## src/rtl/vexbus_arbiter.sv

```systemverilog
// vexbus_arbiter: arbitrates the VexRiscv instruction/data buses and the debug memory
// port onto one synchronous-read bus. Define VEXBUS_RR_EN for alternating I/D priority.
module vexbus_arbiter #(
   parameter bit ERR_ON_UNMAPPED = 1'b1
) (
   input  logic        clk,
   input  logic        reset,
   input  logic        cpu_en,
   input  logic        icmd_valid,
   output logic        icmd_ready,
   input  logic [31:0] icmd_adr,
   output logic        irsp_valid,
   output logic        irsp_error,
   output logic [31:0] irsp_inst,
   input  logic        dcmd_valid,
   output logic        dcmd_ready,
   input  logic        dcmd_wr,
   input  logic [3:0]  dcmd_mask,
   input  logic [31:0] dcmd_adr,
   input  logic [31:0] dcmd_data,
   output logic        drsp_valid,
   output logic        drsp_error,
   output logic [31:0] drsp_data,
   input  logic        dbg_mem_op,
   input  logic        dbg_rw,
   input  logic [31:0] dbg_adr,
   input  logic [31:0] dbg_do,
   output logic [31:0] dbg_di,
   output logic        dbg_mem_rdy,
   output logic        mem_op,
   output logic [31:0] mem_adr,
   output logic [3:0]  mem_wren,
   output logic [31:0] mem_di,
   input  logic [31:0] mem_do,
   input  logic        mem_err
);

   typedef enum logic [1:0] {S_IDLE, S_ACCESS, S_RESP, S_DWAIT} state_t;
   typedef enum logic [1:0] {SRC_I, SRC_D, SRC_DBG} src_t;

   // Handshake: icmd/dcmd transfer on a rising edge where valid & ready; ready is high
   // only in IDLE for the arbitration winner and depends only on state and the requests.
   // Debug is a level request held until the one-cycle dbg_mem_rdy completion pulse.
   state_t      state;
   state_t      state_nxt;
   src_t        src_q;
   logic [31:0] adr_q;
   logic [31:0] data_q;
   logic [3:0]  mask_q;
   logic        wr_q;
   logic        err_q;
   logic        rsp_err;

   logic        i_req;
   logic        d_req;
   logic        d_win;
   logic        i_win;
   logic        grant;

   assign i_req = icmd_valid & cpu_en;
   assign d_req = dcmd_valid & cpu_en;

`ifdef VEXBUS_RR_EN
   // fetch_first flips after every CPU grant so a pending loser wins next time.
   logic fetch_first;
   assign d_win = ~dbg_mem_op & d_req & ~(i_req & fetch_first);
   assign i_win = ~dbg_mem_op & i_req & ~(d_req & ~fetch_first);

   always_ff @(posedge clk or posedge reset) begin
      if (reset) begin
         fetch_first <= 1'b0;
      end else if (state == S_IDLE && !dbg_mem_op) begin
         if (d_win)      fetch_first <= 1'b1;
         else if (i_win) fetch_first <= 1'b0;
      end
   end
`else
   assign d_win = ~dbg_mem_op & d_req;
   assign i_win = ~dbg_mem_op & i_req & ~d_req;
`endif

   assign grant   = dbg_mem_op | d_win | i_win;
   assign rsp_err = err_q & ERR_ON_UNMAPPED;

   // State register
   always_ff @(posedge clk or posedge reset) begin
      if (reset) state <= S_IDLE;
      else       state <= state_nxt;
   end

   // Next-state logic
   always_comb begin
      state_nxt = state;
      case (state)
         S_IDLE:   if (grant) state_nxt = S_ACCESS;
         S_ACCESS: state_nxt = S_RESP;
         S_RESP:   state_nxt = (src_q == SRC_DBG) ? S_DWAIT : S_IDLE;
         S_DWAIT:  if (!dbg_mem_op) state_nxt = S_IDLE;
         default:  state_nxt = S_IDLE;
      endcase
   end

   // Request capture at acceptance; the bus error is sampled while the address is driven.
   always_ff @(posedge clk or posedge reset) begin
      if (reset) begin
         src_q  <= SRC_I;
         adr_q  <= '0;
         data_q <= '0;
         mask_q <= '0;
         wr_q   <= 1'b0;
         err_q  <= 1'b0;
      end else begin
         if (state == S_IDLE) begin
            if (dbg_mem_op) begin
               src_q  <= SRC_DBG;
               adr_q  <= dbg_adr;
               data_q <= dbg_do;
               mask_q <= 4'b1111;
               wr_q   <= ~dbg_rw;
            end else if (d_win) begin
               src_q  <= SRC_D;
               adr_q  <= dcmd_adr;
               data_q <= dcmd_data;
               mask_q <= dcmd_mask;
               wr_q   <= dcmd_wr;
            end else if (i_win) begin
               src_q  <= SRC_I;
               adr_q  <= icmd_adr;
               data_q <= '0;
               mask_q <= '0;
               wr_q   <= 1'b0;
            end
         end
         if (state == S_ACCESS) err_q <= mem_err;
      end
   end

   // Output logic: everything idles at 0 so responses can be OR-combined upstream.
   always_comb begin
      icmd_ready  = 1'b0;
      dcmd_ready  = 1'b0;
      mem_op      = 1'b0;
      mem_adr     = '0;
      mem_wren    = '0;
      mem_di      = '0;
      irsp_valid  = 1'b0;
      irsp_error  = 1'b0;
      irsp_inst   = '0;
      drsp_valid  = 1'b0;
      drsp_error  = 1'b0;
      drsp_data   = '0;
      dbg_di      = '0;
      dbg_mem_rdy = 1'b0;
      case (state)
         S_IDLE: begin
            icmd_ready = i_win;
            dcmd_ready = d_win;
         end
         S_ACCESS: begin
            mem_op   = 1'b1;
            mem_adr  = adr_q;
            mem_di   = data_q;
            mem_wren = (wr_q && !mem_err) ? mask_q : 4'b0000;
         end
         S_RESP: begin
            case (src_q)
               SRC_I: begin
                  irsp_valid = 1'b1;
                  irsp_inst  = mem_do;
                  irsp_error = rsp_err;
               end
               SRC_D: begin
                  if (!wr_q) begin
                     drsp_valid = 1'b1;
                     drsp_data  = mem_do;
                     drsp_error = rsp_err;
                  end
               end
               SRC_DBG: begin
                  dbg_mem_rdy = 1'b1;
                  if (!wr_q) dbg_di = mem_do;
               end
               default: ;
            endcase
         end
         default: ;
      endcase
   end

endmodule

```

## config.mk

```make
export PLATFORM = sky130hd
export DESIGN_NAME = vexbus_arbiter
export DESIGN_NICKNAME = d
export VERILOG_FILES = /design/src/rtl/vexbus_arbiter.sv
export SDC_FILE = /design/constraint.sdc
export NUM_CORES = 1
export LEC_CHECK = 0
export ABC_AREA = 1
export BUFFER_PORTS_ARGS = -buffer_cell sky130_fd_sc_hd__buf_4
export CORE_AREA = 3 3 145 147
export DETAILED_ROUTE_END_ITERATION = 8
export DIE_AREA = 0 0 148 150
export HOLD_SLACK_MARGIN = 0.06
export PLACE_DENSITY = 0.56
export SKIP_CTS_REPAIR_TIMING = 1
export SLEW_MARGIN = 10
export SYNTH_ARGS = -nofsm -noshare
export SYNTH_HDL_FRONTEND = slang
export SYNTH_SLANG_ARGS = --single-unit
```

## constraint.sdc

```tcl
create_clock -name clk -period 4.76 [get_ports clk]
set_clock_uncertainty 0.05 [all_clocks]
set_input_delay 0.952 -clock clk [delete_from_list [all_inputs] [get_ports clk]]
set_output_delay 0.952 -clock clk [all_outputs]
set_load 0.02 [all_outputs]
```

# Yosys cells after proc, flatten, opt, wreduce, memory -nomap -nowiden
# Cells that the tools add are included.
[op_classes]
reduce_logical = 7
n_div = 0
bitwise = 10
n_mux = 45
eq_ne = 7
n_mul = 0
shift = 0
order_cmp = 0
n_addsub = 0
[op_table]
columns = ["op", "count"]
rows = [
  ["$mux W32", 15],
  ["$mux W4", 5],
  ["$mux W1", 18],
  ["$mux W2", 6],
  ["$pmux W2 S4", 1],
  ["$eq A2 B2 Y1 const B", 3],
  ["$and A1 B1 Y1", 5],
  ["$eq A2 B1 Y1 const B", 2],
  ["$logic_not A2 Y1", 2],
  ["$ne A2 B2 Y1 const B", 2],
  ["$reduce_and A2 Y1", 2],
  ["$not A1 Y1", 3],
  ["$reduce_bool A3 Y1", 1],
  ["$or A1 B1 Y1", 2],
  ["$logic_and A1 B1 Y1", 1],
  ["$logic_not A1 Y1", 1],
]
[word_totals]
romBits = 0
latchBits = 0
word_cells = 76
output_inout_bits = 172
input_bits = 205
memories = 0
register_bits = 74
ramBits = 0

# Longest topological paths before layout
[logic_depth]
word_depth = 6
ltp_mapped = 9

# Least setup slack after synthesis
# Ideal clock, no wire load.
[synth_timing]
kind = "input port to output port"
start = "in dbg_mem_op"
end = "out icmd_ready"
t_arrival_ns = 2.038
path_slack_ns = 1.720
stages = 5
path_buffers = 2
cell_sequence = "buf_4 -> inv_2 -> buf_4 -> nand2_1 -> nor4_1"
[synth_between]
elab_chain_cells = 4
[synth_lines]
columns = ["element", "line", "text"]
rows = [
  ["from (decl)", "24", "input logic dbg_mem_op,"],
  ["$not A1 Y1", "79", "assign i_win = ~dbg_mem_op & i_req & ~d_req;"],
  ["$and A1 B1 Y1 (2 in a row)", "79", ""],
  ["$mux W1", "154", "case (state)"],
  ["to (decl)", "10", "output logic icmd_ready,"],
]
# Every way passes these cells.

# Worst setup path after layout
[layout_timing]
start = "in cpu_en"
end = "out dcmd_ready"
[layout_between]
elab_chain_cells = 3
[layout_lines]
columns = ["element", "line", "text"]
rows = [
  ["from (decl)", "8", "input logic cpu_en,"],
  ["$and A1 B1 Y1", "61", "assign d_req = dcmd_valid & cpu_en;"],
  ["$and A1 B1 Y1", "78", "assign d_win = ~dbg_mem_op & d_req;"],
  ["$mux W1", "154", ""],
  ["to (decl)", "16", "output logic dcmd_ready,"],
]
# Every way passes these cells.

==> flow_metrics.tcl <==
set metrics [dict create \
    status "complete, no violations" \
    cts_tree "yes" \
    drtIter0Drc 249 \
    wl_per_cell_um 14.4 \
    ys.flop_type "dfrtp_1" \
    cpMaxStageDelayCell "nand2_4" \
    fin_tns_setup_ns 0 \
    initial_core_util_pct 26.1 \
    clock_latency_ns 0.33 \
    startpoint "cpu_en" \
    crit_required_ns 3.76 \
    yosys_warnings 0 \
    fillCellCount 2249 \
    synthTopCellsByArea "dfrtp_1 35%, nand2_1 25%, nor2_1 11%" \
    drive_above_1_share_pct 34.9 \
    firstDrtPassIters 5 \
    drc 0 \
    drv_cap 0 \
    synth.largest_area_cell "dfrtp_1" \
    slew_headroom_pct 40.1 \
    grt_max_degree 76 \
    yosysUniqueCellTypes 22 \
    io_buffers 376 \
    num_vias 6394 \
    syn_nets 1081 \
    design.die.area_um2 22200 \
    dpl_cell_area_um2 8100 \
    htree_levels 3 \
    fin_crit_sh_pct 73.5 \
    clock_path_buffers 2 \
    path_cells "buf_4 -> nand2_4 -> nor2_4 -> buf_4 -> nand2_1 -> inv_1 -> buf_4" \
    seq_area_frac_synth_pct 35.4 \
    worst_pin_slew_ns 0.898 \
    hpwl_mm 16.1 \
    netlist.area_leader.share_pct 35.4 \
    worstHoldStart "adr_q[28]" \
    max_freq_mhz 286 \
    ys_seq_elements 74 \
    synthesis.area_um2 5240 \
    power.density_nw_per_um2 435 \
    start_kind "primary input" \
    dp_cells 1469 \
    crit_path_max_fanout 35 \
    finalHoldViolCount 0 \
    areaGrowthSynthToFinish_pct 60.9 \
    path_class "in -> out" \
    drt_wl_total_mm 21.4 \
    die_w_um 148 \
    worstSetupEndpointType "output pin" \
    hold_path.class "reg -> reg" \
    overflow 0 \
    finalMaxSlewViolations 0 \
    antenna_found_initial 0 \
    synth_top_cells_by_count "346 x nand2_1, 160 x nor2_1, 107 x inv_1, 74 x dfrtp_1, 67 x nand3_1" \
    ant_nets 0 \
    grt_util_all_layers_pct 18.1 \
    critical_path.max_stage_delay_ns 0.35 \
    cp.arrival_ns 2.50 \
    place_congestion 0.784 \
    n_antenna_cell 0 \
    ios 377 \
    period_needed_ns 3.50 \
    avgSynthCellArea_um2 5.98 \
    setup_viol 0 \
    ir_worst_vdd_mv 0.193 \
    utilization_pct 42.0 \
    worstPathBufferInverterCount 4 \
    power.leakage_nw 5.00 \
    cts-root-buf "clkbuf_16" \
    synth_most_common_cell "nand2_1" \
    viasPerCell 4.31 \
    synthCells 876 \
    numClockSinks 74 \
    coreArea_um2 20000 \
    async_flop_share_pct 100 \
    cts_buffers 9 \
    r2r-start "state[0]" \
    die_h_um 150 \
    design_area_um2 8420 \
    rows 52 \
    crit_top_cell "buf_4" \
    grt_pass1_wl_mm 32.0 \
    rsz0062_at_grt "no" \
    cp_top_family "buffers and inverters" \
    first_global_vias 5958 \
    final_nets 1415 \
    synth-edff-count 0 \
    fin_cells 1485 \
    path_clk_slew_ns 0.06 \
]
registers in the layout, indices dropped and copies added, names as in the netlist:
name,cells
adr_q,32
data_q,32
mask_q,4
src_q,2
state,2
err_q,1
wr_q,1
layout make-up:
class | instances | area (µm²) | area share [%]
Timing Repair Buffer | 383 | 2880 | 34.1
Multi-Input combinational cell | 631 | 2630 | 31.2
Sequential cell | 74 | 1850 | 22.0
Inverter | 111 | 418 | 4.96
Tap cell | 270 | 338 | 4.01
Clock buffer | 11 | 253 | 3.00
Clock inverter | 5 | 60.1 | 0.713
tightest hold or removal path, stage by stage, from the launching register on:
cell and delay, ns:
dfrtp_1 0.34, nand2_1 0.05, nand2_1 0.05
power breakdown:
part | leakage [nW] | internal, mW | total [mW] | switching (mW)
sequential | 0.939 | 0.902 | 1.05 | 0.149
combinational | 3.90 | 0.697 | 1.90 | 1.20
clock | 0.152 | 0.437 | 0.719 | 0.283
total | 5.00 | 2.04 | 3.67 | 1.63
cells by family after synthesis:
family          Yosys count  share of synthesized area [%]
compound gates            8                          0.765
simple gates            623                           49.2
flops                    74                           35.4
buf+inv                 171                           14.6
layer usage:
| layer | global-route usage [%] | part of all wire [%] |
|---|---|---|
| met5 | 0 | 0 |
| met4 | 4.39 | 1.3 |
| met3 | 3.76 | 6.8 |
| met2 | 35.2 | 54 |
| met1 | 19.9 | 37 |
per-stage QoR:
step / hold slack (ns) / worst slack [ns] / power (mW)
2_1_floorplan: 0.399 / 1.72 / 2.28
3_3_place_gp: 0.412 / 1.26 / 2.99
3_5_place_dp: 0.415 / 1.22 / 2.99
4_1_cts: 0.431 / 1.22 / 3.74
5_1_grt: 0.446 / 1.09 / 3.99
6_report: 0.425 / 1.26 / 3.67
layout by cell type, fill, tap and decap left out:
| cell type | n |
|---|---|
| inv_2 | 4 |
| clkbuf_16 | 9 |
| nand4_2 | 1 |
| nor2_2 | 10 |
| nand2_1 | 343 |
| clkinv_2 | 2 |
| bufinv_16 | 1 |
| nand3_1 | 67 |
| buf_4 | 383 |
| nand4_1 | 32 |
| dfrtp_1 | 74 |
| inv_1 | 106 |
| nor2_4 | 1 |
| clkinvlp_4 | 1 |
| nor4_1 | 1 |
| nand2_2 | 4 |
| o21ai_0 | 8 |
| nor2_1 | 160 |
| clkbuf_8 | 2 |
| nand3_2 | 1 |
| inv_6 | 1 |
| nand2_4 | 1 |
| or2_2 | 1 |
| nor3_4 | 1 |
| clkinv_4 | 1 |
final timing paths:
kind	depth (start not counted)	to	slack, ns
worst max-delay path	7	dcmd_ready	1.26
worst min-delay path	2	adr_q[28]	0.43
worst max register to register	6	data_q[27]	2.78
worst min register to register	2	adr_q[28]	0.43
max in group asynchronous	3	adr_q[21]	3.06
min in group asynchronous	2	data_q[15]	0.73
Power figures use the tool's default switching activity.
